$ cat src/rtl/pipeline_hazard_ctrl_pkg.sv
// pipeline_hazard_ctrl_pkg: shared encodings, scoreboard slot type and slot match helper (package pipeline_pkg).
package pipeline_pkg;
   typedef enum logic [1:0] {
      ACT_RUN    = 2'b00,
      ACT_STALL  = 2'b01,
      ACT_FLUSH  = 2'b10,
      ACT_FREEZE = 2'b11
   } action_t;

   localparam logic [1:0] FWD_RF    = 2'b00;
   localparam logic [1:0] FWD_EXMEM = 2'b10;
   localparam logic [1:0] FWD_MEMWB = 2'b01;

   typedef struct packed {
      logic       valid;
      logic [4:0] dest;
      logic       writes;
      logic       is_load;
   } slot_t;

   // Register 0 is hardwired, so a write to it never creates a dependency.
   function automatic logic slot_hit(slot_t s, logic [4:0] r, logic u);
      return u & s.valid & s.writes & (s.dest != 5'd0) & (s.dest == r);
   endfunction
endpackage

$ cat src/rtl/pipeline_hazard_ctrl_if.sv
// pipeline_hazard_ctrl_if: bundle between the pipeline stages (master) and the hazard controller (slave).
//   i_id_*      ID-stage instruction description
//   i_ex_taken  branch/jump taken in EX
//   i_mem_ready data memory completes this cycle
//   o_*_en      stage register enables; o_ifid_flush / o_idex_bubble NOP inserts
//   o_fwd_a/b   forward selects; o_action current action; o_stall_cycles stall counter
interface pipeline_hazard_ctrl_if #(parameter int CNT_W = 16);
   logic             i_id_valid;
   logic [4:0]       i_id_rs;
   logic [4:0]       i_id_rt;
   logic             i_id_uses_rs;
   logic             i_id_uses_rt;
   logic [4:0]       i_id_dest;
   logic             i_id_writes;
   logic             i_id_is_load;
   logic             i_ex_taken;
   logic             i_mem_ready;
   logic             o_pc_en;
   logic             o_ifid_en;
   logic             o_idex_en;
   logic             o_exmem_en;
   logic             o_memwb_en;
   logic             o_ifid_flush;
   logic             o_idex_bubble;
   logic [1:0]       o_fwd_a;
   logic [1:0]       o_fwd_b;
   logic [1:0]       o_action;
   logic [CNT_W-1:0] o_stall_cycles;

   modport master (
      output i_id_valid, i_id_rs, i_id_rt, i_id_uses_rs, i_id_uses_rt, i_id_dest,
             i_id_writes, i_id_is_load, i_ex_taken, i_mem_ready,
      input  o_pc_en, o_ifid_en, o_idex_en, o_exmem_en, o_memwb_en, o_ifid_flush,
             o_idex_bubble, o_fwd_a, o_fwd_b, o_action, o_stall_cycles
   );

   modport slave (
      input  i_id_valid, i_id_rs, i_id_rt, i_id_uses_rs, i_id_uses_rt, i_id_dest,
             i_id_writes, i_id_is_load, i_ex_taken, i_mem_ready,
      output o_pc_en, o_ifid_en, o_idex_en, o_exmem_en, o_memwb_en, o_ifid_flush,
             o_idex_bubble, o_fwd_a, o_fwd_b, o_action, o_stall_cycles
   );
endinterface

$ cat src/rtl/pipeline_hazard_ctrl_scoreboard.sv
// hazard_scoreboard: EX/MEM/WB in-flight destination slots and source match flags.
//   clk, rst_n      clock, async active-low reset
//   adv             shift the slots one stage
//   id              slot entering EX
//   rs/rt, use_*    ID sources and their use bits
//   hit_a/hit_b     per-slot match {wb, mem, ex}; ex_load EX slot holds a load
module hazard_scoreboard
   import pipeline_pkg::*;
(
   input  logic       clk,
   input  logic       rst_n,
   input  logic       adv,
   input  slot_t      id,
   input  logic [4:0] rs,
   input  logic [4:0] rt,
   input  logic       use_rs,
   input  logic       use_rt,
   output logic [2:0] hit_a,
   output logic [2:0] hit_b,
   output logic       ex_load
);
   slot_t ex, mem, wb;
   logic  unused_wb;

   always_ff @(posedge clk or negedge rst_n)
      if (!rst_n) begin
         ex  <= '0;
         mem <= '0;
         wb  <= '0;
      end else if (adv) begin
         wb  <= mem;
         mem <= ex;
         ex  <= id;
      end

   assign hit_a     = {slot_hit(wb, rs, use_rs), slot_hit(mem, rs, use_rs), slot_hit(ex, rs, use_rs)};
   assign hit_b     = {slot_hit(wb, rt, use_rt), slot_hit(mem, rt, use_rt), slot_hit(ex, rt, use_rt)};
   assign ex_load   = ex.is_load;
   assign unused_wb = wb.is_load;
endmodule

$ cat src/rtl/pipeline_hazard_ctrl.sv
// pipeline_hazard_ctrl: MIPS pipeline hazard/sequencing controller (enables, flush, bubble, forwarding).
//   i_clk    clock, rising edge
//   i_reset  asynchronous active-low reset
//   bus      pipeline_hazard_ctrl_if.slave carrying all ID/EX/MEM inputs and control outputs
// Macro HAZARD_FORWARDING_EN: defined -> load-use stalls only plus forwarding;
// undefined -> stall on any in-flight match, forward selects tied to regfile.
module pipeline_hazard_ctrl
   import pipeline_pkg::*;
#(
   parameter int CNT_W = 16
) (
   input logic             i_clk,
   input logic             i_reset,
   pipeline_hazard_ctrl_if.slave bus
);
   logic [2:0]       hit_a, hit_b;
   logic             ex_load, hazard, bubble, unused_sb;
   logic [1:0]       fwd_a, fwd_b;
   logic [CNT_W-1:0] cnt;
   action_t          act;
   slot_t            id_slot;

   assign id_slot = '{valid: bus.i_id_valid & ~bubble, dest: bus.i_id_dest,
                      writes: bus.i_id_writes, is_load: bus.i_id_is_load};

   hazard_scoreboard u_sb (
      .clk    (i_clk),
      .rst_n  (i_reset),
      .adv    (act != ACT_FREEZE),
      .id     (id_slot),
      .rs     (bus.i_id_rs),
      .rt     (bus.i_id_rt),
      .use_rs (bus.i_id_uses_rs),
      .use_rt (bus.i_id_uses_rt),
      .hit_a  (hit_a),
      .hit_b  (hit_b),
      .ex_load(ex_load)
   );

`ifdef HAZARD_FORWARDING_EN
   assign hazard = ex_load & (hit_a[0] | hit_b[0]);
   // EX is the youngest producer, so it wins over MEM.
   assign fwd_a  = hit_a[0] ? FWD_EXMEM : hit_a[1] ? FWD_MEMWB : FWD_RF;
   assign fwd_b  = hit_b[0] ? FWD_EXMEM : hit_b[1] ? FWD_MEMWB : FWD_RF;
`else
   assign hazard = |{hit_a, hit_b};
   assign fwd_a  = FWD_RF;
   assign fwd_b  = FWD_RF;
`endif
   assign unused_sb = ^{hit_a[2], hit_b[2], ex_load};

   assign act = !bus.i_mem_ready ? ACT_FREEZE :
                bus.i_ex_taken ? ACT_FLUSH :
                (bus.i_id_valid & hazard) ? ACT_STALL : ACT_RUN;

   assign bubble            = act == ACT_FLUSH || act == ACT_STALL;
   assign bus.o_pc_en       = act == ACT_RUN || act == ACT_FLUSH;
   assign bus.o_ifid_en     = act == ACT_RUN || act == ACT_FLUSH;
   assign bus.o_idex_en     = act != ACT_FREEZE;
   assign bus.o_exmem_en    = act != ACT_FREEZE;
   assign bus.o_memwb_en    = act != ACT_FREEZE;
   assign bus.o_ifid_flush  = act == ACT_FLUSH;
   assign bus.o_idex_bubble = bubble;
   assign bus.o_fwd_a       = act == ACT_RUN ? fwd_a : FWD_RF;
   assign bus.o_fwd_b       = act == ACT_RUN ? fwd_b : FWD_RF;
   assign bus.o_action      = act;
   assign bus.o_stall_cycles = cnt;

   always_ff @(posedge i_clk or negedge i_reset)
      if (!i_reset) cnt <= '0;
      else if (act == ACT_STALL && cnt != '1) cnt <= cnt + CNT_W'(1);
endmodule

$ cat src/flat_wrapper.sv
// flat-port wrapper written by rule: the top's interface ports become plain ports
module pipeline_hazard_ctrl_flat import pipeline_pkg::*;
#(
   parameter int CNT_W = 16
)
  (i_clk, i_reset, bus_i_id_valid, bus_i_id_rs, bus_i_id_rt, bus_i_id_uses_rs, bus_i_id_uses_rt, bus_i_id_dest, bus_i_id_writes, bus_i_id_is_load, bus_i_ex_taken, bus_i_mem_ready, bus_o_pc_en, bus_o_ifid_en, bus_o_idex_en, bus_o_exmem_en, bus_o_memwb_en, bus_o_ifid_flush, bus_o_idex_bubble, bus_o_fwd_a, bus_o_fwd_b, bus_o_action, bus_o_stall_cycles);
  pipeline_hazard_ctrl_if #(.CNT_W(CNT_W)) bus_i ();
  input logic i_clk;
  input logic i_reset;
  input wire logic [$bits(bus_i.i_id_valid)-1:0] bus_i_id_valid;
  input wire logic [$bits(bus_i.i_id_rs)-1:0] bus_i_id_rs;
  input wire logic [$bits(bus_i.i_id_rt)-1:0] bus_i_id_rt;
  input wire logic [$bits(bus_i.i_id_uses_rs)-1:0] bus_i_id_uses_rs;
  input wire logic [$bits(bus_i.i_id_uses_rt)-1:0] bus_i_id_uses_rt;
  input wire logic [$bits(bus_i.i_id_dest)-1:0] bus_i_id_dest;
  input wire logic [$bits(bus_i.i_id_writes)-1:0] bus_i_id_writes;
  input wire logic [$bits(bus_i.i_id_is_load)-1:0] bus_i_id_is_load;
  input wire logic [$bits(bus_i.i_ex_taken)-1:0] bus_i_ex_taken;
  input wire logic [$bits(bus_i.i_mem_ready)-1:0] bus_i_mem_ready;
  output wire logic [$bits(bus_i.o_pc_en)-1:0] bus_o_pc_en;
  output wire logic [$bits(bus_i.o_ifid_en)-1:0] bus_o_ifid_en;
  output wire logic [$bits(bus_i.o_idex_en)-1:0] bus_o_idex_en;
  output wire logic [$bits(bus_i.o_exmem_en)-1:0] bus_o_exmem_en;
  output wire logic [$bits(bus_i.o_memwb_en)-1:0] bus_o_memwb_en;
  output wire logic [$bits(bus_i.o_ifid_flush)-1:0] bus_o_ifid_flush;
  output wire logic [$bits(bus_i.o_idex_bubble)-1:0] bus_o_idex_bubble;
  output wire logic [$bits(bus_i.o_fwd_a)-1:0] bus_o_fwd_a;
  output wire logic [$bits(bus_i.o_fwd_b)-1:0] bus_o_fwd_b;
  output wire logic [$bits(bus_i.o_action)-1:0] bus_o_action;
  output wire logic [$bits(bus_i.o_stall_cycles)-1:0] bus_o_stall_cycles;
  assign bus_i.i_id_valid = bus_i_id_valid;
  assign bus_i.i_id_rs = bus_i_id_rs;
  assign bus_i.i_id_rt = bus_i_id_rt;
  assign bus_i.i_id_uses_rs = bus_i_id_uses_rs;
  assign bus_i.i_id_uses_rt = bus_i_id_uses_rt;
  assign bus_i.i_id_dest = bus_i_id_dest;
  assign bus_i.i_id_writes = bus_i_id_writes;
  assign bus_i.i_id_is_load = bus_i_id_is_load;
  assign bus_i.i_ex_taken = bus_i_ex_taken;
  assign bus_i.i_mem_ready = bus_i_mem_ready;
  assign bus_o_pc_en = bus_i.o_pc_en;
  assign bus_o_ifid_en = bus_i.o_ifid_en;
  assign bus_o_idex_en = bus_i.o_idex_en;
  assign bus_o_exmem_en = bus_i.o_exmem_en;
  assign bus_o_memwb_en = bus_i.o_memwb_en;
  assign bus_o_ifid_flush = bus_i.o_ifid_flush;
  assign bus_o_idex_bubble = bus_i.o_idex_bubble;
  assign bus_o_fwd_a = bus_i.o_fwd_a;
  assign bus_o_fwd_b = bus_i.o_fwd_b;
  assign bus_o_action = bus_i.o_action;
  assign bus_o_stall_cycles = bus_i.o_stall_cycles;
  pipeline_hazard_ctrl #(.CNT_W(CNT_W)) u_core (.i_clk(i_clk), .i_reset(i_reset), .bus(bus_i));
endmodule
$ cat config.mk
export PLATFORM = sky130hd
export DESIGN_NAME = pipeline_hazard_ctrl_flat
export DESIGN_NICKNAME = d
export VERILOG_FILES = /design/src/rtl/pipeline_hazard_ctrl_pkg.sv /design/src/rtl/pipeline_hazard_ctrl_if.sv /design/src/rtl/pipeline_hazard_ctrl_scoreboard.sv /design/src/rtl/pipeline_hazard_ctrl.sv /design/src/flat_wrapper.sv
export SDC_FILE = /design/constraint.sdc
export NUM_CORES = 1
export LEC_CHECK = 0
export ABC_AREA = 1
export BUFFER_PORTS_ARGS = -buffer_cell sky130_fd_sc_hd__buf_2
export CORE_UTILIZATION = 45
export CTS_CLUSTER_DIAMETER = 80
export DETAILED_ROUTE_END_ITERATION = 10
export GPL_TIMING_DRIVEN = 0
export PLACE_DENSITY = 0.66
export SYNTH_ARGS = -nofsm -noshare
export SYNTH_HDL_FRONTEND = slang
export SYNTH_SLANG_ARGS = --single-unit
$ cat constraint.sdc
create_clock -name i_clk -period 5 [get_ports i_clk]
set_input_delay 1 -clock i_clk [delete_from_list [all_inputs] [get_ports i_clk]]
set_output_delay 1 -clock i_clk [all_outputs]
set_load 0.05 [all_outputs]
==> results of run 1 <==
## power by group through the flow
stage	Clock, mW	Sequential (mW)	Combinational [mW]
after global routing	0.333	0.402	0.324
final	0.314	0.396	0.295
after global placement	0	0.399	0.292
after detailed placement	0	0.400	0.295
after floorplan	0	0.464	0.147
after CTS	0.322	0.395	0.297
## Yosys cell counts
| cell type | instances |
|---|---|
| ha_1 | 3 |
| inv_2 | 1 |
| clkbuf_1 | 4 |
| nand3_2 | 2 |
| nor3_1 | 3 |
| xor2_1 | 6 |
| nand2_1 | 140 |
| and3_1 | 1 |
| xnor2_1 | 7 |
| a21oi_1 | 4 |
| buf_4 | 7 |
| xor2_2 | 2 |
| nor3_4 | 1 |
| o21ai_0 | 22 |
| nand3_1 | 13 |
| nand4_1 | 5 |
| dfrtp_1 | 37 |
| o22ai_1 | 1 |
| inv_1 | 43 |
| nand2_4 | 1 |
| nand2_2 | 4 |
| conb_1 | 1 |
| nor3_2 | 2 |
| nor2_1 | 30 |
| inv_4 | 1 |
## routing by layer
layer	track usage (%)	up-vias	wire, um
li1	-	1144	-
met4	6.84	0	59
met3	4.20	6	299
met2	33.7	59	2510
met1	31.7	1050	2790
met5	0	-	0
## cells by family (layout without fill, tap and decap cells)
| logic type | count (synthesis) | after routing |
|---|---|---|
| buf+inv | 56 | 111 |
| simple gates | 202 | 202 |
| compound gates | 27 | 27 |
| flops | 37 | 37 |
| xor+xnor | 15 | 15 |
| other cells | 1 | 4 |
| fa+ha+maj | 3 | 3 |
## final timing paths
kind,from,to
setup / recovery,bus_i_id_rt[3],bus_o_idex_en
hold / removal,u_core.bus.o_stall_cycles[13]$_DFFE_PN0P_,u_core.bus.o_stall_cycles[13]$_DFFE_PN0P_
setup reg to reg,u_core.u_sb.mem[2]$_DFFE_PN0P_,u_core.u_sb.ex[7]$_DFFE_PN0P_
hold reg to reg,u_core.bus.o_stall_cycles[13]$_DFFE_PN0P_,u_core.bus.o_stall_cycles[13]$_DFFE_PN0P_
max in group asynchronous,i_reset,u_core.bus.o_stall_cycles[5]$_DFFE_PN0P_
min in group asynchronous,i_reset,u_core.bus.o_stall_cycles[1]$_DFFE_PN0P_
## per-stage QoR
stage                     utilization [%]  hold slack (ps)  setup WS, ps
after floorplan                         -              471           533
after global placement               55.0              487           458
after detailed placement             55.0              503           450
after CTS                            57.9              522           438
after global routing                 57.9              557           228
final                                57.9              523           439
## area by class of cell
type,count,area [um2],area share [%]
Timing Repair Buffer,47,235,8.39
Sequential cell,37,926,33.0
Inverter,45,171,6.11
Multi-Input combinational cell,251,1180,42.2
Clock buffer,5,68.8,2.45
Tap cell,67,83.8,2.99
Clock inverter,3,68.8,2.45
Buffer,11,67.6,2.41
## worst register-to-register path, stage by stage, from the launching register on
cell and delay [ps]:
dfrtp_1 430, nor2_1 190, nand4_1 160, nand2_1 100, nor2_1 50, nor2_1 90
nand3_1 150, nand2_1 100, nand2_1 90, ha_1 200, clkbuf_1 230, inv_1 290
clkbuf_1 470, o22ai_1 170
## cell usage in the layout, fill, tap and decap left out
| cell type | count |
|---|---|
| inv_2 | 1 |
| xor2_1 | 6 |
| inv_4 | 1 |
| o22ai_1 | 1 |
| buf_4 | 7 |
| inv_6 | 1 |
| nor2_1 | 30 |
| conb_1 | 4 |
| nand3_1 | 13 |
| nor3_2 | 2 |
| xnor2_1 | 7 |
| xor2_2 | 2 |
| inv_1 | 43 |
| nor3_1 | 3 |
| nand3_2 | 2 |
| nand4_1 | 5 |
| bufinv_16 | 2 |
| a21oi_1 | 4 |
| and3_1 | 1 |
| buf_2 | 47 |
| ha_1 | 3 |
| nand2_1 | 140 |
| clkbuf_1 | 4 |
| nor3_4 | 1 |
| dfrtp_1 | 37 |
| nand2_4 | 1 |
| nand2_2 | 4 |
| clkbuf_8 | 5 |
| o21ai_0 | 22 |
## registers in the layout, indices dropped and copies added, names as in the netlist
signal                     cells
u_core.bus.o_stall_cycles     16
u_core.u_sb.mem                7
u_core.u_sb.ex                 7
u_core.u_sb.wb                 7
==> results.py, run 1 <==
metrics = {
    "synth": {
        "synth_top_family_by_area": "simple AND/OR/NAND/NOR gates",
        "synthDistinctLibCells": 25,
        "ys_warn_count": 0,
        "synthSimpleGateAreaFrac_pct": 36.3,
        "synthTopCellsByArea": "dfrtp_1, nand2_1, inv_1",
        "seq_area_frac_synth_pct": 39.6,
        "synth-compound-area-share_pct": 5.84,
        "avgSynthCellArea_um2": 6.85,
        "yosys-mux-area-fraction_pct": 0,
        "syn-instance-count": 341,
        "synthAdderAreaFrac_pct": 1.61,
        "synth_top_area_share_pct": 39.6,
        "synth_largest_area_cell": "dfrtp_1",
        "netlist_area_um2": 2340,
        "ys_seq_elements": 37,
        "synth_xor_area_share_pct": 6.26,
    },
    "worst_setup_path": {
        "cp_top_family": "buffers and inverters",
        "setup.worst_path.start_class": "primary input",
        "crit_chain": "buf_2 -> inv_1 -> nand2_1 -> nand2_1 -> nor2_1 -> nand2_1 -> nor2_1 -> nor2_1 -> nand3_1 -> nand2_1 -> nand2_1 -> ha_1 -> clkbuf_1 -> inv_1 -> clkbuf_1 -> buf_4 -> buf_2",
        "cp.required_ps": 4000,
        "slowest_stage": "clkbuf_1",
        "cp.buffers_inverters": 7,
        "cpMostUsedCell": "nand2_1",
        "path_class": "primary input to output pin",
        "critical_path.max_stage_delay_ps": 470,
        "cp_data_arrival_time_ps": 3560,
        "crit_cells": 17,
        "reg2reg_depth": 13,
        "critPathMaxFanout": 12,
        "rrSetupSlack_ps": 2150,
        "worst_setup_path_end_kind": "output pin",
    },
    "drt": {
        "drc": 0,
        "routedWlPerCell_um": 12.1,
        "dr.pass1.iters": 4,
        "vias": 2259,
        "ant_nets": 0,
        "wirelength_um": 5660,
        "drt_iter0_markers": 169,
        "vias_per_cell": 4.85,
    },
    "timing": {
        "fin_worst_skew_ps": 3.08,
        "finalHoldViolations": 0,
        "post-route-period-util_pct": 91.2,
        "worstMarginPinSlew_ps": 846,
        "min_period_ps": 4560,
        "maxSlewViolCount": 0,
        "slew-limit-headroom_pct": 43.6,
        "fin_tns_setup_ps": 0,
        "max_freq_mhz": 219,
        "setup_viol": 0,
        "rsz0062_at_grt": "false",
    },
    "global_routing": {
        "grt_pass1_wl_um": 9040,
        "antenna_found_initial": 0,
        "globalRouteOverflowTotal": 0,
        "grt_use_total_pct": 22.1,
        "grt_pass1_vias": 1943,
        "grt_max_degree": 38,
    },
    "power_and_ir_drop": {
        "p_switching_mw": 0.381,
        "p_int_mw": 0.625,
        "p_clk_share_pct": 31.2,
        "ir_drop_mv": 0.288,
        "combPwrFrac_pct": 29.4,
        "power_mw": 1.01,
        "switching_share_pct": 37.9,
        "p_leak_nw": 1.59,
        "seqPwrFrac_pct": 39.4,
        "p_per_area_nw_per_um2": 358,
    },
    "floorplan": {
        "dieHeight_um": 74.1,
        "start_util_pct": 48.2,
        "core_area_um2": 4850,
        "rows": 25,
        "die_w_um": 74.1,
        "die_area_um2": 5490,
        "pin_count": 53,
    },
    "cts": {
        "clock_path_buffers": 2,
        "cts_htree_levels": 2,
        "clockRootBuffer": "clkbuf_8",
        "clk_pin_slew_ps": 80,
        "clk-insertion-delay-late_ps": 290,
        "post-cts-setup-buffers": 0,
        "ctsHoldBuffers": 0,
        "cts.sinks": 37,
        "cts_buffers": 5,
        "tritoncts": "built",
        "cts_resized": 0,
    },
    "job": {
        "drv_cap": 0,
    },
    "cells_and_area": {
        "num_antenna_cells": 0,
        "layout.nets": 425,
        "layoutNonFillerInstCount": 466,
        "layout-drive-gt1-share_pct": 19.0,
        "nFillCells": 474,
        "area.growth.synth_to_final_pct": 20.0,
        "final_area_um2": 2810,
    },
    "placed_design": {
        "placed_cells": 458,
        "place.gp.congestion": 0.859,
        "port_buffers": 47,
        "hpwl_um": 4220,
        "dpl-instance-area_um2": 2670,
    },
    "worst_hold_path": {
        "hold_path_class": "register to register",
        "hold_depth": 1,
    },
    "status": {
        "status": "complete, no violations",
    },
}
Note: power is estimated with default switching activity, not from simulation.
==> inputs of run 2 (changes only) <==
--- a/config.mk
+++ b/config.mk
@@ -7,11 +7,11 @@
 export LEC_CHECK = 0
 export ABC_AREA = 1
 export BUFFER_PORTS_ARGS = -buffer_cell sky130_fd_sc_hd__buf_2
-export CORE_UTILIZATION = 45
+export CORE_UTILIZATION = 30
 export CTS_CLUSTER_DIAMETER = 80
 export DETAILED_ROUTE_END_ITERATION = 10
 export GPL_TIMING_DRIVEN = 0
-export PLACE_DENSITY = 0.66
+export PLACE_DENSITY = 0.47
 export SYNTH_ARGS = -nofsm -noshare
 export SYNTH_HDL_FRONTEND = slang
 export SYNTH_SLANG_ARGS = --single-unit
==> results.py, run 2 (synthesis results as in run 1) <==
metrics = {
    "placed_design": {
        "hpwl_um": 4630,
        "place.gp.congestion": 0.823,
        "placed_cells": 490,
        "port_buffers": 47,
        "dpl-instance-area_um2": 2710,
    },
    "drt": {
        "vias": 2190,
        "dr.pass1.iters": 4,
        "drt_iter0_markers": 91,
        "vias_per_cell": 4.40,
        "ant_nets": 0,
        "drc": 0,
        "routedWlPerCell_um": 12.5,
        "wirelength_um": 6210,
    },
    "cts": {
        "post-cts-setup-buffers": 0,
        "cts.sinks": 37,
        "cts_buffers": 5,
        "clk-insertion-delay-late_ps": 290,
        "clock_path_buffers": 2,
        "ctsHoldBuffers": 0,
        "cts_resized": 0,
        "cts_htree_levels": 2,
        "tritoncts": "built",
        "clockRootBuffer": "clkbuf_8",
        "clk_pin_slew_ps": 70,
    },
    "timing": {
        "worstMarginPinSlew_ps": 897,
        "fin_worst_skew_ps": 5.97,
        "finalHoldViolations": 0,
        "rsz0062_at_grt": "false",
        "slew-limit-headroom_pct": 40.2,
        "post-route-period-util_pct": 92.3,
        "min_period_ps": 4620,
        "maxSlewViolCount": 0,
        "max_freq_mhz": 217,
        "setup_viol": 0,
        "fin_tns_setup_ps": 0,
    },
    "worst_setup_path": {
        "cp_data_arrival_time_ps": 3620,
        "worst_setup_path_end_kind": "output pin",
        "cp.required_ps": 4000,
        "path_class": "primary input to output pin",
        "critPathMaxFanout": 12,
        "setup.worst_path.start_class": "primary input",
    },
    "global_routing": {
        "globalRouteOverflowTotal": 0,
        "grt_pass1_vias": 2093,
        "grt_use_total_pct": 15.9,
        "grt_max_degree": 38,
        "antenna_found_initial": 0,
        "grt_pass1_wl_um": 10300,
    },
    "floorplan": {
        "die_area_um2": 8150,
        "dieHeight_um": 90.3,
        "core_area_um2": 7410,
        "pin_count": 53,
        "die_w_um": 90.3,
        "start_util_pct": 31.5,
        "rows": 31,
    },
    "cells_and_area": {
        "layoutNonFillerInstCount": 498,
        "largest_reg_flops": 16,
        "layout-drive-gt1-share_pct": 18.8,
        "final_area_um2": 2820,
        "num_antenna_cells": 0,
        "layout.nets": 425,
        "layout_common_cells": "nand2_1, buf_2, inv_1",
        "area.growth.synth_to_final_pct": 20.8,
        "nFillCells": 813,
        "final_common_cell": "nand2_1",
    },
    "worst_hold_path": {
        "hold_path_class": "register to register",
    },
    "job": {
        "drv_cap": 0,
    },
    "power_and_ir_drop": {
        "p_per_area_nw_per_um2": 343,
        "p_leak_nw": 1.58,
        "ir_drop_mv": 0.192,
    },
    "status": {
        "status": "complete, no violations",
    },
}
run 2: changes by cell type in the layout (fill, tap and decap cells not counted):
cell / before / now
clkbuf_8: 5 / 6
bufinv_16: 2 / 1
clkbuf_1: 4 / 5
inv_6: 1 / 0
run 2: cell type report:
type / count / area [um2] / area share, %
multi-input combinational: 251 / 1180 / 41.9
sequential: 37 / 926 / 32.8
timing repair buffer: 47 / 235 / 8.33
inverter: 45 / 171 / 6.07
tap: 99 / 124 / 4.39
clock buffer: 7 / 86.3 / 3.06
buffer: 11 / 67.6 / 2.39
clock inverter: 1 / 30.0 / 1.06
run 2: metal layers:
metal	vias to the layer above	global-route usage, %	wire length [um]
met5	-	0	0
met4	0	4.44	40
met3	2	2.44	246
met2	53	25.3	2800
met1	993	22.3	3130
li1	1142	-	-
run 2: worst paths after layout:
path                                               startpoint  slack [ps]                                  endpoint  cells after the start
worst min-delay path            u_core.u_sb.wb[7]$_DFFE_PN0P_         520             u_core.u_sb.wb[7]$_DFFE_PN0P_                      2
worst max-delay path                           bus_i_id_rt[4]         380                            bus_o_memwb_en                     17
max in group asynchronous                             i_reset        3610             u_core.u_sb.wb[5]$_DFFE_PN0P_                      1
worst min register to register  u_core.u_sb.wb[7]$_DFFE_PN0P_         520             u_core.u_sb.wb[7]$_DFFE_PN0P_                      2
worst max register to register  u_core.u_sb.ex[2]$_DFFE_PN0P_        2170             u_core.u_sb.ex[7]$_DFFE_PN0P_                     13
min in group asynchronous                             i_reset         830  u_core.bus.o_stall_cycles[4]$_DFFE_PN0P_                      1
run 2: through the flow:
| step | utilization (%) | power [mW] | worst slack (ps) | hold slack (ps) |
|---|---|---|---|---|
| floorplan | - | 0.611 | 533 | 471 |
| global placement | 36.5 | 0.698 | 265 | 493 |
| detailed placement | 36.5 | 0.700 | 289 | 494 |
| CTS | 38.1 | 0.982 | 282 | 515 |
| global route | 38.1 | 1.03 | 87.7 | 556 |
| finish | 38.1 | 0.969 | 385 | 523 |
run 2: critical path, stage by stage:
cell and delay (ps):
buf_2 120, inv_1 90, nand2_1 60, nand2_1 90
nor2_1 60, nand3_1 70, nand2_1 50, nand2_1 70
nand3_1 120, nand2_1 90, nand2_1 80, ha_1 200
clkbuf_1 230, inv_1 310, clkbuf_1 520, buf_4 200
buf_2 250
run 2: power by group:
group          switching [mW]  internal, mW  leakage [nW]
combinational           0.214        0.0815          1.05
clock                   0.113         0.163        0.0585
sequential             0.0550         0.342         0.467
total                   0.382         0.587          1.58
==> inputs of run 3 (changes only) <==
--- a/config.mk
+++ b/config.mk
@@ -8,9 +8,11 @@
 export ABC_AREA = 1
 export BUFFER_PORTS_ARGS = -buffer_cell sky130_fd_sc_hd__buf_2
 export CORE_UTILIZATION = 30
+export CTS_BUF_LIST = sky130_fd_sc_hd__clkbuf_8 sky130_fd_sc_hd__clkbuf_16
 export CTS_CLUSTER_DIAMETER = 80
 export DETAILED_ROUTE_END_ITERATION = 10
 export GPL_TIMING_DRIVEN = 0
+export MAX_ROUTING_LAYER = met4
 export PLACE_DENSITY = 0.47
 export SYNTH_ARGS = -nofsm -noshare
 export SYNTH_HDL_FRONTEND = slang
==> results.py, run 3 (synthesis results as in run 1) <==
metrics = {
    "power_and_ir_drop": {
        "p_switching_mw": 0.382,
        "p_leak_nw": 1.58,
        "p_per_area_nw_per_um2": 342,
        "power_mw": 0.967,
        "switching_share_pct": 39.5,
        "ir_drop_mv": 0.192,
        "p_int_mw": 0.585,
        "p_clk_share_pct": 28.3,
        "seqPwrFrac_pct": 41.1,
        "combPwrFrac_pct": 30.6,
    },
    "worst_setup_path": {
        "path_class": "primary input to output pin",
        "cp-startpoint": "bus_i_id_rt[4]",
        "worst_setup_path_end_kind": "output pin",
        "critical_path.max_stage_delay_ps": 520,
        "crit_chain": "buf_2 -> inv_1 -> nand2_1 -> nand2_1 -> nor2_1 -> nand3_1 -> nand2_1 -> nand2_1 -> nand3_1 -> nand2_1 -> nand2_1 -> ha_1 -> clkbuf_1 -> inv_1 -> clkbuf_1 -> buf_4 -> buf_2",
        "reg2reg_from": "u_core.u_sb.ex[2]$_DFFE_PN0P_",
        "cp_top_family": "buffers and inverters",
        "cp.buffers_inverters": 7,
        "setup.worst_path.start_class": "primary input",
        "critPathMaxFanout": 12,
        "crit_path_end": "bus_o_memwb_en",
        "slowest_stage": "clkbuf_1",
        "crit_cells": 17,
        "cp_data_arrival_time_ps": 3620,
        "cp.required_ps": 4000,
        "worstReg2RegEnd": "u_core.u_sb.ex[7]$_DFFE_PN0P_",
        "reg2reg_depth": 13,
        "rrSetupSlack_ps": 2170,
        "cpMostUsedCell": "nand2_1",
    },
    "status": {
        "status": "complete, no violations",
    },
    "placed_design": {
        "place.gp.congestion": 0.835,
        "dpl-instance-area_um2": 2710,
        "hpwl_um": 4630,
        "port_buffers": 47,
        "dpl_worst_slack_ps": 289,
    },
    "timing": {
        "fin_worst_skew_ps": 6.80,
        "min_period_ps": 4620,
        "maxSlewViolCount": 0,
        "fin_tns_setup_ps": 0,
        "layout_setup_ws_ps": 376,
        "post-route-period-util_pct": 92.5,
        "finalHoldViolations": 0,
        "slew-limit-headroom_pct": 40.2,
        "setup_viol": 0,
        "worstMarginPinSlew_ps": 898,
        "rsz0062_at_grt": "false",
        "max_freq_mhz": 216,
    },
    "cts": {
        "tritoncts": "built",
        "cts_buffers": 5,
        "cts_htree_levels": 2,
        "ctsHoldBuffers": 0,
        "post-cts-setup-buffers": 0,
        "clk_pin_slew_ps": 70,
        "cts_resized": 0,
        "cts.sinks": 37,
        "clk-insertion-delay-late_ps": 290,
        "clock_path_buffers": 2,
        "clockRootBuffer": "clkbuf_8",
    },
    "drt": {
        "vias_per_cell": 4.39,
        "vias": 2186,
        "drc": 0,
        "wirelength_um": 6210,
        "routedWlPerCell_um": 12.5,
        "drt_iter0_markers": 98,
        "dr.pass1.iters": 4,
        "ant_nets": 0,
    },
    "global_routing": {
        "grt_pass1_wl_um": 10300,
        "globalRouteOverflowTotal": 0,
        "grt_pass1_vias": 2095,
        "antenna_found_initial": 0,
        "grt_use_total_pct": 16.3,
        "grt_max_degree": 38,
    },
    "floorplan": {
        "die_area_um2": 8150,
        "pin_count": 53,
        "dieHeight_um": 90.3,
        "start_util_pct": 31.5,
        "rows": 31,
        "core_area_um2": 7410,
        "die_w_um": 90.3,
    },
    "cells_and_area": {
        "final_common_cell": "nand2_1",
        "layout-drive-gt1-share_pct": 18.8,
        "final_area_um2": 2820,
        "num_antenna_cells": 0,
        "layout_common_cells": "nand2_1, buf_2, inv_1",
        "fin_util_pct": 38.1,
        "area.growth.synth_to_final_pct": 20.8,
        "layout.nets": 425,
        "largest_reg_flops": 16,
    },
    "job": {
        "drv_cap": 0,
    },
    "worst_hold_path": {
        "hold_path_class": "register to register",
    },
}
[run 3: cell types whose count changed in the layout (fill, tap and decap cells not counted), sizes merged]
cell	change
inv	+1
clkbuf	-1
[run 3: area by class of cell]
| cell class | instances | area (um2) |
|---|---|---|
| clock buffers | 6 | 82.6 |
| flip-flops and latches | 37 | 926 |
| multi-input cells | 251 | 1180 |
| inverters | 45 | 171 |
| plain buffers | 11 | 67.6 |
| well taps | 99 | 124 |
| repair buffers | 47 | 235 |
| clock inverters | 2 | 33.8 |
| fillers | 813 | 4580 |
[run 3: worst min-delay path by stage]
stage	slack, ps	depth (start not counted)	from	to
2_1_floorplan	470	2	u_core.u_sb.wb[1]$_DFFE_PN0P_	u_core.u_sb.wb[1]$_DFFE_PN0P_
3_3_place_gp	490	2	u_core.u_sb.wb[7]$_DFFE_PN0P_	u_core.u_sb.wb[7]$_DFFE_PN0P_
3_5_place_dp	490	2	u_core.u_sb.wb[7]$_DFFE_PN0P_	u_core.u_sb.wb[7]$_DFFE_PN0P_
4_1_cts	520	2	u_core.u_sb.wb[7]$_DFFE_PN0P_	u_core.u_sb.wb[7]$_DFFE_PN0P_
5_1_grt	560	1	u_core.bus.o_stall_cycles[10]$_DFFE_PN0P_	u_core.bus.o_stall_cycles[10]$_DFFE_PN0P_
6_report	520	2	u_core.u_sb.wb[7]$_DFFE_PN0P_	u_core.u_sb.wb[7]$_DFFE_PN0P_
[run 3: routing by layer]
| layer | GRT usage [%] | vias up | wire length (um) |
|---|---|---|---|
| met4 | 4.44 | 0 | 43 |
| met2 | 25.3 | 50 | 2790 |
| li1 | - | 1141 | - |
| met5 | - | - | 0 |
| met3 | 2.19 | 2 | 233 |
| met1 | 22.5 | 993 | 3140 |
[run 3: power groups by stage]
stage / logic (mW) / clock network (mW) / registers [mW]
floorplan: 0.147 / 0 / 0.464
global placement: 0.296 / 0 / 0.402
detailed placement: 0.298 / 0 / 0.402
CTS: 0.299 / 0.285 / 0.397
global route: 0.326 / 0.292 / 0.405
finish: 0.296 / 0.274 / 0.397
[run 3: worst register-to-register path, delay by kind of cell, from the launching register on]
kind                       cells  cell delay (ps)
AOI/OAI and AO/OA              1              180
buffers and inverters          3             1070
DFF                            1              410
and+or+nand+nor                8              840
adders and majority gates      1              200
[run 3: per-stage QoR]
stage                     hold WS, ps  instances
after floorplan                   471        344
after global placement            493        490
after detailed placement          494        490
after CTS                         515        498
after global routing              556        498
final                             523        498
